`config.mk`:
```
export PLATFORM = sky130hd
export DESIGN_NAME = regfile_wb_arbiter
export DESIGN_NICKNAME = d
export VERILOG_FILES = /design/src/rtl/regfile_wb_arbiter.sv
export SDC_FILE = /design/constraint.sdc
export NUM_CORES = 1
export LEC_CHECK = 0
export CORE_AREA = 2 2 614 616
export CTS_CLUSTER_DIAMETER = 60
export DETAILED_ROUTE_END_ITERATION = 7
export DIE_AREA = 0 0 616 618
export SLEW_MARGIN = 20
export SYNTH_ARGS = -nofsm -noshare
export SYNTH_HDL_FRONTEND = slang
export SYNTH_SLANG_ARGS = --single-unit
```
`constraint.sdc`:
```
create_clock -name clk -period 1.85 [get_ports clk]
set_input_delay 0.185 -clock clk [delete_from_list [all_inputs] [get_ports clk]]
set_output_delay 0.185 -clock clk [all_outputs]
set_load 0.01 [all_outputs]
```
`src/rtl/regfile_wb_arbiter.sv`:
```
// Write-back arbiter and destination scoreboard for the vector/scalar register file.
// Define WB_RR_ARB_EN for round-robin tie-break; otherwise MEM has fixed priority.
module regfile_wb_arbiter #(
   parameter int NLANES = 16,
   parameter int DW     = 32
) (
   input  logic                 clk,
   input  logic                 rst,
   input  logic                 alu_valid,
   output logic                 alu_ready,
   input  logic                 alu_vs,
   input  logic [3:0]           alu_rd,
   input  logic [NLANES*DW-1:0] alu_data,
   input  logic                 mem_valid,
   output logic                 mem_ready,
   input  logic                 mem_vs,
   input  logic [3:0]           mem_rd,
   input  logic [NLANES*DW-1:0] mem_data,
   input  logic                 rsv_valid,
   input  logic                 rsv_vs,
   input  logic [3:0]           rsv_rd,
   input  logic                 chk_vs,
   input  logic [3:0]           chk_ra1,
   input  logic [3:0]           chk_ra2,
   output logic                 hazard,
   output logic                 we3,
   output logic [3:0]           ra3,
   output logic [NLANES*DW-1:0] wd3,
   output logic                 selec_v_s_w,
   output logic                 err
);
   localparam int W = NLANES * DW;

   logic [15:0]  sbusy, vbusy;
   logic [15:0]  clr_oh, set_oh, sbusy_nxt, vbusy_nxt;
   logic         gnt_alu, gnt_mem, gnt, g_vs, g_busy, g_r15;
   logic [3:0]   g_rd;
   logic [W-1:0] g_data;
   logic         rsv_busy, rsv_clr, err_nxt, hz1, hz2;

`ifdef WB_RR_ARB_EN
   logic last_alu;

   always_comb begin
      gnt_alu = rst & alu_valid & (~mem_valid | ~last_alu);
      gnt_mem = rst & mem_valid & (~alu_valid | last_alu);
   end

   always_ff @(posedge clk or negedge rst) begin
      if (!rst)     last_alu <= 1'b0;
      else if (gnt) last_alu <= gnt_alu;
   end
`else
   always_comb begin
      gnt_alu = rst & alu_valid & ~mem_valid;
      gnt_mem = rst & mem_valid;
   end
`endif

   assign alu_ready = gnt_alu;
   assign mem_ready = gnt_mem;

   always_comb begin
      gnt    = gnt_alu | gnt_mem;
      g_vs   = gnt_alu ? alu_vs   : mem_vs;
      g_rd   = gnt_alu ? alu_rd   : mem_rd;
      g_data = gnt_alu ? alu_data : mem_data;
      g_busy = g_vs ? vbusy[g_rd] : sbusy[g_rd];
      g_r15  = ~g_vs & (g_rd == 4'd15);

      // r15 is the PC: scalar index 15 never reports a hazard
      hz1    = (chk_vs ? vbusy[chk_ra1] : sbusy[chk_ra1]) & ~(~chk_vs & (chk_ra1 == 4'd15));
      hz2    = (chk_vs ? vbusy[chk_ra2] : sbusy[chk_ra2]) & ~(~chk_vs & (chk_ra2 == 4'd15));
      hazard = hz1 | hz2;

      // The write in the we3 cycle retires at this edge; a reservation landing on it is legal
      clr_oh    = we3       ? (16'd1 << ra3)    : 16'd0;
      set_oh    = rsv_valid ? (16'd1 << rsv_rd) : 16'd0;
      sbusy_nxt = (sbusy & ~(selec_v_s_w ? 16'd0 : clr_oh)) | (rsv_vs ? 16'd0 : set_oh);
      vbusy_nxt = (vbusy & ~(selec_v_s_w ? clr_oh : 16'd0)) | (rsv_vs ? set_oh : 16'd0);

      rsv_busy = rsv_vs ? vbusy[rsv_rd] : sbusy[rsv_rd];
      rsv_clr  = we3 & (selec_v_s_w == rsv_vs) & (ra3 == rsv_rd);
      err_nxt  = (rsv_valid & rsv_busy & ~rsv_clr) | (gnt & (g_r15 | ~g_busy));
   end

   always_ff @(posedge clk or negedge rst) begin
      if (!rst) begin
         sbusy       <= '0;
         vbusy       <= '0;
         we3         <= 1'b0;
         ra3         <= '0;
         wd3         <= '0;
         selec_v_s_w <= 1'b0;
         err         <= 1'b0;
      end else begin
         sbusy <= sbusy_nxt;
         vbusy <= vbusy_nxt;
         err   <= err_nxt;
         we3   <= gnt & ~g_r15;
         if (gnt) begin
            ra3         <= g_rd;
            wd3         <= g_data;
            selec_v_s_w <= g_vs;
         end
      end
   end
endmodule

```
==> flow_metrics.env <==
export IMPL_outcome="finished, violations left"
export IMPL_violations="negative setup slack"
export IMPL_clock_latency_ns=0.78
export IMPL_min_period_over_period_pct=152
export IMPL_grt_pass1_vias=34300
export IMPL_crit_arrival_ns=2.62
export IMPL_firstDrtPassIters=8
export IMPL_avgSynthCellArea_sq_um=8.56
export IMPL_cap_viol_max_count=0
export IMPL_path_cells="mux4_2 > mux4_2 > nor3_4 > a21oi_2 > buf_2"
export IMPL_place_gp_congestion=0.946
export IMPL_h_tree_depth=3
export IMPL_syn_inst=3004
export IMPL_synth_top_cell_by_area="dfrtp_1"
export IMPL_pin_count=1575
export IMPL_antenna_found_initial=278
export IMPL_avgViaCountPerCell=3.35
export IMPL_cts_buffers=90
export IMPL_cts_tree="built"
export IMPL_whs_ns=0.0323
export IMPL_synth_nets=4057
export IMPL_cp_end_kind="output port"
export IMPL_drt_iter0_drc=3277
export IMPL_leakagePower_uw=0.0235
export IMPL_reg2reg_slack_ns=-0.33
export IMPL_die_w_um=616
export IMPL_post_place_ws_ns=-0.979
export IMPL_final_setup_viol_count=3
export IMPL_worstHoldPathCells=3
export IMPL_hold_path_class="in -> reg"
export IMPL_synth_seq_cells=551
export IMPL_crit_family="multiplexers"
export IMPL_overflow=0
export IMPL_synth_area_leaders="dfrtp_1, nand2_1, a31oi_1, nor2_1, clkbuf_1"
export IMPL_ys_flop_type="dfrtp_1"
export IMPL_port_buffer_count=1574
export IMPL_cp_slowest_cell="mux4_2"
export IMPL_routedWlPerCell_um=31.6
export IMPL_clockBufferDepth=4
export IMPL_crit_cells=5
export IMPL_worstMarginPinSlew_ns=0.816
export IMPL_p_per_area_nw_per_um2=831
export IMPL_utilization_pct=16.2
export IMPL_syn_area_sq_um=25700
export IMPL_fin_nets=6548
export IMPL_rows=225
export IMPL_grt_pass1_wl_um=407000
export IMPL_period_minus_slack_ns=2.81
export IMPL_hold_viol=0
export IMPL_r2r_end="err"
export IMPL_final_cell_mix="clkdlybuf4s50_1, nand2_1, dlygate4sd3_1"
export IMPL_yosys_warnings=0
export IMPL_clock_skew_ns=0.0145
export IMPL_maxSlewViolCount=0
export IMPL_grt_util_all_layers_pct=16.8
export IMPL_fmax_mhz=356
export IMPL_synth_top_cell_area_share_pct=53.6
export IMPL_antenna_left=0
export IMPL_drive_above_1_share_pct=13.9
export IMPL_start_util_pct=6.88
export IMPL_cp_required_ns=1.66
export IMPL_ir_worst_vdd_mv=0.583
export IMPL_drc=0
export IMPL_slew_headroom_pct=45.6
export IMPL_cts_clk_slew_worst_paths_ns=0.06
export IMPL_layout_cells_most_common="clkdlybuf4s50_1"
export IMPL_hold_end="wd3[221]"
export IMPL_cts_sinks=551
export IMPL_die_h_um=618
export IMPL_core_area_sq_um=374000
export IMPL_r2r_cells=6
export IMPL_synth_edff_count=0
export IMPL_area_delta_synth_final_pct=136
export IMPL_cp_start_kind="flop"
export IMPL_grt_max_degree=114
export IMPL_crit_buf_inv=1
export IMPL_dieArea_sq_um=381000
export IMPL_placed_cell_area_sq_um=49000
export IMPL_place_detailed_hpwl_um=294000
export IMPL_crit_type="reg -> out"
export IMPL_synth_cell_types=45
export IMPL_worstReg2RegStart="sbusy[3]"
export IMPL_num_vias=35700
export IMPL_fin_ws_ns=-0.956
export IMPL_hold_path_startpoint="mem_data[221]"
export IMPL_max_stage_delay_ns=0.50
export IMPL_path_max_fanout=3
export IMPL_seq_area_frac_synth_pct=53.6
export IMPL_grt_setup_unrepaired="yes"
export IMPL_fin_area_sq_um=60700
export IMPL_root_buffer="clkbuf_16"
export IMPL_crit_top_cell="mux4_2"
export IMPL_wl_um=337000
export IMPL_synth_async_reset_ratio_pct=100
==> repair_timing <==
action / in CTS / in global routing
buffers inserted: 7 / 0
hold buffers: 818 / 0
gates cloned: 0 / 8
endpoints found under the hold margin: 691 / 0
setup endpoints to repair: 328 / 162
pin swaps: 2 / 1
gates resized for setup: 593 / 20
==> synthesized netlist by cell type (all sizes together) (5+ instances only) <==
master / instances
nand2: 972
dfrtp: 551
nor2: 475
a31oi: 472
clkbuf: 232
a22o: 82
o21ai: 69
mux4: 33
mux2i: 20
buf: 18
nand2b: 9
nand3: 6
o31ai: 6
or2: 6
o22ai: 5
xnor2: 5
==> stage by stage <==
stage / power, uW / TNS (ns) / cells
2_1_floorplan: 19100 / -0.0997 / 3004
5_1_grt: 52500 / -1.40 / 10600
4_1_cts: 51200 / -1.33 / 10500
3_5_place_dp: 31000 / -261.21 / 9566
3_3_place_gp: 31000 / -259.90 / 9566
6_report: 50400 / -1.30 / 10700
==> logic make-up after synthesis <==
family / count (synthesis) / synth area share, %
xor gates and xnor gates: 5 / 0.170
muxes: 56 / 3.83
buffers and inverters: 252 / 3.77
DFF: 551 / 53.6
and+or+nand+nor: 1491 / 22.2
AOI/OAI and AO/OA: 649 / 16.4
==> worst max-delay path by stage <==
stage | startpoint | endpoint | slack, ns
after floorplan | mem_valid | err | -0.07
after global placement | chk_ra2[0] | hazard | -0.98
after detailed placement | chk_ra2[0] | hazard | -0.98
after CTS | sbusy[11] | hazard | -1.03
after global routing | sbusy[11] | hazard | -1.03
final | sbusy[11] | hazard | -0.96
==> per-layer routing <==
| layer | vias up | part of all wire, % | global-route usage (%) |
|---|---|---|---|
| met2 | 2078 | 46 | 27.5 |
| met4 | 158 | 4.6 | 5.70 |
| met1 | 17300 | 38 | 19.2 |
| met5 | - | 0.30 | 0 |
| met3 | 684 | 11 | 7.94 |
| li1 | 15400 | - | - |
==> power breakdown <==
group | leakage (uW) | switching, uW | internal (uW)
Clock | 0.00146 | 7270 | 10600
Combinational | 0.0159 | 8990 | 8220
Sequential | 0.00617 | 1550 | 13800
==> flip-flops by register name, indices dropped and copies added (netlist names) <==
register / flops
vbusy: 16
err: 1
sbusy: 16
we3: 1
selec_v_s_w: 1
ra3: 4
wd3: 512
==> area by class of cell <==
class,count,area [sq um]
Antenna cell,117,293
Clock buffer,115,2500
Clock inverter,41,499
Fill cell,42100,313000
Inverter,2,23.8
Multi-Input combinational cell,2201,11000
Sequential cell,551,13800
Tap cell,4994,6250
Timing Repair Buffer,2649,26300
==> worst min-delay path, cell delays in order <==
cell and delay (ns):
clkdlybuf4s50_1 0.41, nand2_1 0.11, a31oi_1 0.09
Note: power is estimated with default switching activity, not from simulation.
